## config.mk

```make
export PLATFORM = sky130hd
export DESIGN_NAME = control_unit
export DESIGN_NICKNAME = d
export VERILOG_FILES = /design/src/rtl/control_unit.sv
export SDC_FILE = /design/constraint.sdc
export NUM_CORES = 1
export LEC_CHECK = 0
export CORE_UTILIZATION = 31
export CTS_CLUSTER_DIAMETER = 120
export DETAILED_ROUTE_END_ITERATION = 6
export PLACE_DENSITY_LB_ADDON = 0.1
export SKIP_LAST_GASP = 1
export SLEW_MARGIN = 20
export SYNTH_ARGS = -nofsm -noshare
export SYNTH_HDL_FRONTEND = slang
export SYNTH_SLANG_ARGS = --single-unit
```

## constraint.sdc

```tcl
create_clock -name clk -period 2.3 [get_ports clk]
set_clock_uncertainty 0.15 [all_clocks]
set_input_delay 0.46 -clock clk [delete_from_list [all_inputs] [get_ports clk]]
set_output_delay 0.46 -clock clk [all_outputs]
set_load 0.02 [all_outputs]
```

## src/rtl/control_unit.sv

```systemverilog
// control_unit -- hard-wired Moore controller for the single-bus datapath.
//
// Sequences every instruction through a common fetch (T0-T2), a decode step
// (T3) and up to four execute steps (T4-T7), one control step per clock.
// Outputs are decoded combinationally from the registered state, the opcode
// and con_ff, so they fall to zero the instant clr is asserted.
//
// Ports:
//   clk             rising-edge clock
//   clr             asynchronous active-low reset
//   ir[31:0]        instruction register, opcode in ir[31:27]
//   con_ff          branch condition flag, consulted only in br T6
//   enable[31:0]    register load enables (18 Zin, 19 Yin, 20 PCin, 21 MDRin,
//                   24 IRin, 25 MARin, 27 CONin)
//   busSelect[31:0] one-hot bus source (0 regfile, 19 ZLo, 20 PC, 21 MDR, 23 C)
//   Control_Signals ALU operation code, 0 when unused
//   Gra/Grb/Grc/Rin/Rout/BAout  register-file selects and strobes
//   MD_Read         MDR input mux (1 = memory, 0 = bus)
//   ReadRAM/WriteRAM memory strobes
//   run             high while executing, low in reset and after halt
module control_unit (
  input  logic        clk,
  input  logic        clr,
  input  logic [31:0] ir,
  input  logic        con_ff,
  output logic [31:0] enable,
  output logic [31:0] busSelect,
  output logic [4:0]  Control_Signals,
  output logic        Gra,
  output logic        Grb,
  output logic        Grc,
  output logic        Rin,
  output logic        Rout,
  output logic        BAout,
  output logic        MD_Read,
  output logic        ReadRAM,
  output logic        WriteRAM,
  output logic        run
);

  localparam logic [4:0] ALU_ADD = 5'd1;
  localparam logic [4:0] ALU_SUB = 5'd2;
  localparam logic [4:0] ALU_AND = 5'd3;
  localparam logic [4:0] ALU_OR  = 5'd4;
  localparam logic [4:0] ALU_INC = 5'd14;

  localparam logic [4:0] OP_LD   = 5'b00000;
  localparam logic [4:0] OP_LDI  = 5'b00001;
  localparam logic [4:0] OP_ST   = 5'b00010;
  localparam logic [4:0] OP_ADD  = 5'b00011;
  localparam logic [4:0] OP_SUB  = 5'b00100;
  localparam logic [4:0] OP_AND  = 5'b00101;
  localparam logic [4:0] OP_OR   = 5'b00110;
  localparam logic [4:0] OP_ADDI = 5'b01100;
  localparam logic [4:0] OP_BR   = 5'b10010;
  localparam logic [4:0] OP_JR   = 5'b10100;
  localparam logic [4:0] OP_HALT = 5'b11011;

  localparam logic [3:0] S_RST  = 4'd0;
  localparam logic [3:0] S_T0   = 4'd1;
  localparam logic [3:0] S_T1   = 4'd2;
  localparam logic [3:0] S_T2   = 4'd3;
  localparam logic [3:0] S_T3   = 4'd4;
  localparam logic [3:0] S_T4   = 4'd5;
  localparam logic [3:0] S_T5   = 4'd6;
  localparam logic [3:0] S_T6   = 4'd7;
  localparam logic [3:0] S_T7   = 4'd8;
  localparam logic [3:0] S_HALT = 4'd9;

  localparam int EN_Z   = 18;
  localparam int EN_Y   = 19;
  localparam int EN_PC  = 20;
  localparam int EN_MDR = 21;
  localparam int EN_IR  = 24;
  localparam int EN_MAR = 25;
  localparam int EN_CON = 27;

  localparam int B_RF  = 0;
  localparam int B_ZLO = 19;
  localparam int B_PC  = 20;
  localparam int B_MDR = 21;
  localparam int B_C   = 23;

  logic [3:0] state_q, state_d;
  logic [4:0] opcode_q, opcode_d;
  logic [4:0] op_s;
  logic       unused_ir_s;

  // Only the opcode field is decoded; operand fields go straight to the datapath.
  assign unused_ir_s = ^ir[26:0];

  // ALU code for the four register-register operations.
  function automatic logic [4:0] alu_code(input logic [4:0] op);
    logic [4:0] code;
    case (op)
      OP_SUB:  code = ALU_SUB;
      OP_AND:  code = ALU_AND;
      OP_OR:   code = ALU_OR;
      default: code = ALU_ADD;
    endcase
    return code;
  endfunction

  // Decode uses ir directly in T3 (the opcode register is not loaded yet),
  // and the latched copy afterwards so ir may change during execute.
  always_comb begin
    if (state_q == S_T3) begin
      op_s = ir[31:27];
    end else begin
      op_s = opcode_q;
    end
    opcode_d = op_s;
  end

  // Next-state sequencing.
  always_comb begin
    state_d = S_RST;
    case (state_q)
      S_RST: state_d = S_T0;
      S_T0:  state_d = S_T1;
      S_T1:  state_d = S_T2;
      S_T2:  state_d = S_T3;
      S_T3: begin
        case (op_s)
          OP_LD, OP_LDI, OP_ST, OP_ADD, OP_SUB, OP_AND, OP_OR,
          OP_ADDI, OP_BR:  state_d = S_T4;
          OP_HALT:         state_d = S_HALT;
          default:         state_d = S_T0;   // jr, nop and undefined opcodes
        endcase
      end
      S_T4: state_d = S_T5;
      S_T5: begin
        case (op_s)
          OP_LD, OP_ST, OP_BR: state_d = S_T6;
          default:             state_d = S_T0;
        endcase
      end
      S_T6: begin
        case (op_s)
          OP_LD, OP_ST: state_d = S_T7;
          default:      state_d = S_T0;
        endcase
      end
      S_T7:   state_d = S_T0;
      S_HALT: state_d = S_HALT;
      default: state_d = S_RST;
    endcase
  end

  // State and opcode registers.
  always_ff @(posedge clk or negedge clr) begin
    if (!clr) begin
      state_q  <= S_RST;
      opcode_q <= 5'd0;
    end else begin
      state_q  <= state_d;
      opcode_q <= opcode_d;
    end
  end

  // run is purely a function of state: low in RST and HALT.
  assign run = (state_q >= S_T0) && (state_q <= S_T7);

  // Control-step decode.
  always_comb begin
    enable          = 32'd0;
    busSelect       = 32'd0;
    Control_Signals = 5'd0;
    Gra             = 1'b0;
    Grb             = 1'b0;
    Grc             = 1'b0;
    Rin             = 1'b0;
    Rout            = 1'b0;
    BAout           = 1'b0;
    MD_Read         = 1'b0;
    ReadRAM         = 1'b0;
    WriteRAM        = 1'b0;
    case (state_q)
      S_T0: begin
        busSelect[B_PC]  = 1'b1;
        enable[EN_MAR]   = 1'b1;
        Control_Signals  = ALU_INC;
        enable[EN_Z]     = 1'b1;
      end
      S_T1: begin
        busSelect[B_ZLO] = 1'b1;
        enable[EN_PC]    = 1'b1;
        MD_Read          = 1'b1;
        ReadRAM          = 1'b1;
        enable[EN_MDR]   = 1'b1;
      end
      S_T2: begin
        busSelect[B_MDR] = 1'b1;
        enable[EN_IR]    = 1'b1;
      end
      S_T3: begin
        case (op_s)
          OP_ADD, OP_SUB, OP_AND, OP_OR, OP_ADDI: begin
            Grb             = 1'b1;
            Rout            = 1'b1;
            busSelect[B_RF] = 1'b1;
            enable[EN_Y]    = 1'b1;
          end
          // BAout still sources the bus from the register file, reading R0 as 0.
          OP_LDI, OP_LD, OP_ST: begin
            Grb             = 1'b1;
            BAout           = 1'b1;
            busSelect[B_RF] = 1'b1;
            enable[EN_Y]    = 1'b1;
          end
          OP_BR: begin
            Gra             = 1'b1;
            Rout            = 1'b1;
            busSelect[B_RF] = 1'b1;
            enable[EN_CON]  = 1'b1;
          end
          OP_JR: begin
            Gra             = 1'b1;
            Rout            = 1'b1;
            busSelect[B_RF] = 1'b1;
            enable[EN_PC]   = 1'b1;
          end
          default: begin
          end
        endcase
      end
      S_T4: begin
        case (op_s)
          OP_ADD, OP_SUB, OP_AND, OP_OR: begin
            Grc             = 1'b1;
            Rout            = 1'b1;
            busSelect[B_RF] = 1'b1;
            Control_Signals = alu_code(op_s);
            enable[EN_Z]    = 1'b1;
          end
          OP_ADDI, OP_LDI, OP_LD, OP_ST: begin
            busSelect[B_C]  = 1'b1;
            Control_Signals = ALU_ADD;
            enable[EN_Z]    = 1'b1;
          end
          OP_BR: begin
            busSelect[B_PC] = 1'b1;
            enable[EN_Y]    = 1'b1;
          end
          default: begin
          end
        endcase
      end
      S_T5: begin
        case (op_s)
          OP_ADD, OP_SUB, OP_AND, OP_OR, OP_ADDI, OP_LDI: begin
            busSelect[B_ZLO] = 1'b1;
            Gra              = 1'b1;
            Rin              = 1'b1;
          end
          OP_LD, OP_ST: begin
            busSelect[B_ZLO] = 1'b1;
            enable[EN_MAR]   = 1'b1;
          end
          OP_BR: begin
            busSelect[B_C]  = 1'b1;
            Control_Signals = ALU_ADD;
            enable[EN_Z]    = 1'b1;
          end
          default: begin
          end
        endcase
      end
      S_T6: begin
        case (op_s)
          OP_LD: begin
            MD_Read        = 1'b1;
            ReadRAM        = 1'b1;
            enable[EN_MDR] = 1'b1;
          end
          OP_ST: begin
            Gra             = 1'b1;
            Rout            = 1'b1;
            busSelect[B_RF] = 1'b1;
            enable[EN_MDR]  = 1'b1;
          end
          OP_BR: begin
            busSelect[B_ZLO] = 1'b1;
            if (con_ff) begin
              enable[EN_PC] = 1'b1;
            end else begin
              enable[EN_PC] = 1'b0;
            end
          end
          default: begin
          end
        endcase
      end
      S_T7: begin
        case (op_s)
          OP_LD: begin
            busSelect[B_MDR] = 1'b1;
            Gra              = 1'b1;
            Rin              = 1'b1;
          end
          OP_ST: WriteRAM = 1'b1;
          default: begin
          end
        endcase
      end
      default: begin
      end
    endcase
  end

endmodule
```

==> results of run 1 <==
how the worst max path moves through the flow:
| stage | startpoint | end | cells after the start |
|---|---|---|---|
| 2_1_floorplan | state_q[0] | busSelect[20] | 5 |
| 3_3_place_gp | ir[30] | Gra | 6 |
| 3_5_place_dp | ir[29] | Gra | 6 |
| 4_1_cts | state_q[1] | Gra | 6 |
| 5_1_grt | state_q[0] | Gra | 9 |
| 6_report | state_q[0] | Gra | 6 |
cells by family (layout without fill, tap and decap cells):
| logic type | Yosys count | count (layout) | share of synthesized area, % |
|---|---|---|---|
| adders and majority gates | 1 | 1 | 0.673 |
| and+or+nand+nor | 78 | 78 | 29.8 |
| muxes | 4 | 4 | 3.11 |
| buffers and inverters | 78 | 111 | 33.8 |
| other | 1 | 53 | 0.252 |
| xor gates and xnor gates | 4 | 4 | 2.36 |
| AOI/OAI and AO/OA | 35 | 35 | 14.8 |
| DFF | 9 | 9 | 15.2 |
power by group:
part,switching (uW),internal (uW)
Clock,64.8,121
Combinational,1200,1200
Sequential,99.7,234
Total,1360,1550
sequential cells by signal, indices dropped and copies added, names as in the netlist:
signal	count
opcode_q	5
state_q	4
area by class of cell:
class | instances | area (um^2)
Timing Repair Buffer | 99 | 870
Fill cell | 439 | 2020
Clock buffer | 4 | 45.0
Multi-Input combinational cell | 175 | 1210
Sequential cell | 9 | 229
Tap cell | 52 | 65.1
Inverter | 8 | 35.0
routing by layer:
layer	global-route usage [%]	wire length [um]	vias to the layer above
li1	-	-	780
met1	25.2	2110	725
met2	28.8	2150	61
met3	1.83	198	7
met4	10.4	100	0
met5	0	0	-
what timing repair did:
item / in CTS / in global routing
pin swaps: 12 / 6
buffers inserted: 3 / 12
setup endpoints to repair: 26 / 26
gates resized for setup: 160 / 36
placed cells by master (no fill, tap or decap), drive strengths merged, types with 3 or more instances in the layout:
master / n
conb: 53
clkdlybuf4s50: 5
a21o: 3
a21oi: 10
nor4b: 3
dfrtp: 9
nor4: 3
nand2b: 4
a32oi: 3
clkdlybuf4s15: 3
clkbuf: 4
nor2: 13
buf: 89
o21ai: 9
nor2b: 5
nor3: 6
nand2: 21
nand3: 9
inv: 7
through the flow:
stage                     cells  TNS (ns)  total power (uW)
after floorplan             262    -0.818              1420
after global placement      331    -15.57              2280
after detailed placement    331    -15.27              2260
after CTS                   338     -8.09              2670
after global routing        347    -10.53              3120
final                       347     -8.54              2910
==> results.md, run 1 <==
- FF+latch count, synth: 9
- TritonCTS sink count: 9
- Result of the run: finished with violations
- Area growth from synthesis to layout: 65.4%
- Post-layout worst setup margin: -0.567 ns
- Highest ir drop seen on vdd: 0.595 mV
- Weighted congestion reported at the end of routability-driven placement: 0.854
- Share of the synthesized area in the top cell type: 27.8%
- Category of the critical setup timing path: flop to primary output
- Number of cell instances on the worst register-to-register path: 9
- Element type at the critical path start: flop
- Number of antenna diodes: 0
- Routed via count: 1573
- Maximum cell stage delay along the critical path: 0.62 ns
- Start of the worst register-to-register path: state_q[0]
- Count of buffers from port buffering: 33
- Starting density of the core: 33.2%
- Number of cells produced by synthesis: 210
- Antenna-violating nets left: 0
- Maximum number of buffers from clock root to sink: 2
- Final WL: 4560 um
- Largest net degree at the start of global routing: 14
- DIE AREA: 5080 um^2
- Count of pins on the block boundary: 114
- Placement row count: 24
- Layout cell share with drive strength beyond 1: 49.5%
- Placeable core area: 4470 um^2
- Fraction of synthesis flops using an asynchronous set or reset pin: 100%
- Iter 0 DRT Violations: 72
- Avg Inst Size Synth: 7.08 um^2
- Detailed-router iteration count before antenna repair: 6
- Synth top area cells: buf_4 (28%), dfrtp_1 (15%), nand2_1 (5.3%), a21oi_1 (3.4%), nor2_1 (3.3%)
- Number of antenna violations at the first check in global routing: 0
- Post-detail-place hpwl: 3420 um
- Arr. time, crit path: 2.26 ns
- Most numerous cell in the Yosys netlist: buf_4
- Aggregate global-route resource usage: 18.5%
- Setup-violating endpoint count in the final report: 22
- Post-route DRC: 2
- Vias/cell: 4.53
- P_leak: 0.00125 uW
- Data required time at the worst endpoint: 1.69 ns
- CTS tree: done
- Highest fanout seen on the critical path: 7
- Hold buffer count at cts: 0
- Final worst-path cycle share: 125%
- Drt wl/cell: 13.1 um
- Global-route congestion overflow total: 0
- Post-route minimum period: 2.87 ns
- Top Family by Delay on Critical Path: simple AND/OR/NAND/NOR gates
- Post-synth cell types: 47
- Leading post-synthesis cells by instance count: buf_4 (55), nand2_1 (21), nor2_1 (13), clkbuf_1 (12), a21oi_1 (10)
- Min-delay worst type: input port to asynchronous set/reset pin
- Predominant post-synthesis flop cell: dfrtp_1
- Cell area after layout: 2460 um^2
- Flop2flop setup slack: 0.11 ns
- Cell-by-cell trace of the critical path: or4b_4 > mux2_4 > a32oi_2 > nand3b_1 > nand3_2 > buf_4
- Total power divided by cell area: 1180 nW/um^2
- Failing checks: design-rule violations, negative setup slack
- Deepest level of the CTS H-tree: 1
- Post-synthesis cell area: 1490 um^2
- Post-synth EDFFs: 0
- Crit-path slowest cell: or4b_4
- Cell type contributing the most total cell area after synthesis: buf_4
- Buffer type at the clock tree root: clkbuf_8
- Die width: 71.2 um
- Reg clk slew, reported paths: 0.04 ns
- Placed cell areas: 2100 um^2
- Synth warn: 0
- Pre-CTS setup slack: -0.904 ns
- Layout Utilization: 54.9%
- Worst setup EP type: primary output
- Capture point of the worst reg-to-reg path: state_q[2]
- Vias in the first global route: 1469
- Max Cap Viol: 0
- Post-layout net count: 331
- Part of the Yosys area used for sequential elements: 15.2%
- Number of buffers and inverters on the critical path: 1
- Maximum clock frequency: 349 MHz
- Unrepaired setup endpoints after global routing: yes
- First-pass GRT wire length: 7280 um
- Die Span Y: 71.2 um
- CTS buffer count: 3
- Tightest hold margin: 0.366 ns
- Insertion delay to the later sink of the worst-skew pair: 0.24 ns
- Number of endpoints with negative hold slack in the final report: 0
- Final Slew Violations: 0
Note: power is estimated with default switching activity, not from simulation.
==> inputs of run 2 (changes only) <==
Settings changed: ABC_AREA set to 1, CORE_UTILIZATION 31 to 30.
==> run 2 against run 1 <==
The flow still finishes with violations (design-rule violations, negative setup slack). Area after synthesis shrank 3.1%. Via count shrank 1.6%. First-iteration DRC count grew 4.2%. Clock-buffer cell count is the same. Sequential cell count is the same. Critical path depth grew 7. Final area grew 1.7%. Utilization grew 0.95 points. Hold slack gained 0.028 ns. Clock power shrank 3%. Total power grew 13%. Highest routed layer unchanged.
==> results.md, run 2 <==
- Result of the run: finished with violations
- Failing checks: design-rule violations, negative setup slack
- Top Family by Delay on Critical Path: simple AND/OR/NAND/NOR gates
- Area growth from synthesis to layout: 73.7%
- Largest net degree at the start of global routing: 10
- CTS tree: done
- Placement row count: 24
- Post-layout net count: 358
- Post-synthesis cell area: 1440 um^2
- Synth warn: 0
- Leading post-synthesis cells by instance count: buf_4 (54), nand2_1 (39), inv_1 (26), nor2_1 (16), nand3_1 (13)
- Global-route congestion overflow total: 0
- Register area: 228 um^2
- Cell-by-cell trace of the critical path: nor2_4 > buf_12 > nand2_8 > nand2_4 > nand2_8 > buf_6 > nor2_4 > nor2_4 > nor2_4 > nand2_1 > nand2_2 > nand3_2 > buf_6
- Buffer type at the clock tree root: clkbuf_8
- Commonest cells after routing, fill and taps aside: buf_4 (66), conb_1 (53), buf_6 (24)
- Element type at the critical path start: flop
- Vias/cell: 4.14
- Start of the worst register-to-register path: state_q[1]
- Maximum cell stage delay along the critical path: 0.41 ns
- First-pass GRT wire length: 6220 um
- Share of the synthesized area in the top cell type: 28.1%
- Total power divided by cell area: 1310 nW/um^2
- Highest ir drop seen on vdd: 0.536 mV
- Final WL: 4170 um
- Fraction of synthesis flops using an asynchronous set or reset pin: 100%
- Iter 0 DRT Violations: 75
- Number of cells produced by synthesis: 217
- Vias in the first global route: 1348
- Number of cell instances on the worst register-to-register path: 12
- Number of antenna violations at the first check in global routing: 0
- Antenna-violating nets left: 0
- Flip-flop count of the largest register after layout: 5
- Worst setup EP type: primary output
- Post-synth EDFFs: 0
- Pre-CTS setup slack: -0.795 ns
- Cell type contributing the most total cell area after synthesis: buf_4
- Max Cap Viol: 0
- Number of antenna diodes: 0
- Placeable core area: 4470 um^2
- Avg Inst Size Synth: 6.64 um^2
- Post-detail-place hpwl: 3070 um
- Final worst-path cycle share: 114%
- Highest fanout seen on the critical path: 8
- Capture point of the worst reg-to-reg path: state_q[2]
- Setup-violating endpoint count in the final report: 23
- Aggregate global-route resource usage: 15.7%
- Detailed-router iteration count before antenna repair: 6
- Count of pins on the block boundary: 114
- Flop2flop setup slack: 0.27 ns
- Largest registers ranked by flip-flop count: opcode_q x5, state_q x4
- Part of the Yosys area used for sequential elements: 15.6%
- Maximum clock frequency: 380 MHz
- Min-delay worst type: input port to asynchronous set/reset pin
- Layout cell share with drive strength beyond 1: 55.0%
- TritonCTS sink count: 9
- Footprint of the multi-input gates: 1140 um^2
- Routed via count: 1548
- Top cell by count, worst path: nor2_4
- Tightest hold margin: 0.394 ns
- Hold buffer count at cts: 0
- Final Slew Violations: 0
- Category of the critical setup timing path: flop to primary output
- P_leak: 0.00136 uW
- Data required time at the worst endpoint: 1.69 ns
- CTS buffer count: 3
- Insertion delay to the later sink of the worst-skew pair: 0.23 ns
- Count of buffers from port buffering: 33
- Starting density of the core: 32.2%
- Filler cell count in the final layout: 447
- Weighted congestion reported at the end of routability-driven placement: 0.788
- FF+latch count, synth: 9
- Most numerous cell in the Yosys netlist: buf_4
- Maximum number of buffers from clock root to sink: 2
- Post-layout worst setup margin: -0.330 ns
- Die width: 71.3 um
- Post-synth cell types: 28
- Most common library cell in the layout ignoring fill and taps: buf_4
- Post-route DRC: 6
- Die Span Y: 71.3 um
- Crit-path slowest cell: dfrtp_1
- Unrepaired setup endpoints after global routing: yes
- Arr. time, crit path: 2.02 ns
- Deepest level of the CTS H-tree: 1
- Predominant post-synthesis flop cell: dfrtp_1
- Drt wl/cell: 11.1 um
- Post-route minimum period: 2.63 ns
- Number of buffers and inverters on the critical path: 3
- Synth top area cells: buf_4 (28%), dfrtp_1 (16%), nand2_1 (10%), inv_1 (6.8%), nor2_4 (5.5%)
- DIE AREA: 5080 um^2
- Reg clk slew, reported paths: 0.05 ns
- Number of endpoints with negative hold slack in the final report: 0
- Biggest register: opcode_q
## run 2: cell count changes after synthesis, sizes merged, moves of 4 or more
cell | previous run | this run
nand3 | 9 | 15
nand2b | 4 | 0
nand2 | 21 | 53
nor2 | 13 | 27
buf | 58 | 54
a21oi | 10 | 2
nor2b | 5 | 0
inv | 8 | 34
clkbuf | 12 | 0
## run 2: metrics by stage
| step | setup TNS, ns | power (uW) | utilization [%] | instance area [um^2] | instances |
|---|---|---|---|---|---|
| floorplan | -0.0236 | 1490 | - | 1650 | 269 |
| global placement | -16.84 | 2320 | 43.9 | 1960 | 343 |
| detailed placement | -16.74 | 2320 | 43.9 | 1960 | 343 |
| CTS | -5.92 | 2660 | 47.5 | 2130 | 356 |
| global route | -8.06 | 3500 | 55.9 | 2500 | 374 |
| finish | -5.69 | 3280 | 55.9 | 2500 | 374 |
## run 2: cells by family after synthesis
kind of cell           after synthesis  share of synthesized area (%)
AOI/OAI and AO/OA                   13                           5.91
buffers and inverters               88                           37.2
DFF                                  9                           15.6
other                                1                          0.260
and+or+nand+nor                    106                           41.0
## run 2: how the worst max path moves through the flow
stage	startpoint	endpoint	slack, ns	cells past startpoint
after floorplan	state_q[3]	ReadRAM	-0.02	10
after global placement	ir[31]	MD_Read	-0.78	8
after detailed placement	ir[31]	ReadRAM	-0.80	8
after CTS	state_q[1]	busSelect[19]	-0.33	13
after global routing	state_q[1]	Rout	-0.46	13
final	state_q[1]	Gra	-0.33	13
## run 2: metal layers
| layer | vias up | GRT usage (%) | part of all wire, % |
|---|---|---|---|
| met1 | 704 | 20.8 | 43 |
| met2 | 56 | 26.9 | 52 |
| met4 | 0 | 5.78 | 2.1 |
| met3 | 8 | 0.985 | 3.4 |
| met5 | - | 0 | 0 |
| li1 | 780 | - | - |
## run 2: where the power goes
part | switching (uW) | total, uW | internal [uW]
Clock | 60.3 | 181 | 121
Sequential | 48.7 | 280 | 231
Combinational | 1530 | 2820 | 1290
Total | 1630 | 3280 | 1640
## run 2: layout make-up
type	count	area share, %
Inverter	34	5.50
Multi-Input combinational cell	172	45.8
Timing Repair Buffer	103	35.2
Clock buffer	4	1.80
Sequential cell	9	9.10
Tap cell	52	2.60
## run 2: worst reg2reg max path: stages, from the launching register on
cell and delay (ns):
dfrtp_1 0.41, nor2_4 0.14, buf_12 0.13, nand2_8 0.09, nand2_4 0.10, nand2_8 0.07
buf_6 0.12, nor2_4 0.18, nand3_2 0.07, nand4_1 0.11, buf_4 0.15, buf_4 0.10
nand4_1 0.07
## run 2: repair_timing
action | CTS | global route
endpoints found under the setup margin | 26 | 26
pin swaps | 12 | 22
gates resized for setup | 149 | 65
buffers inserted | 9 | 18
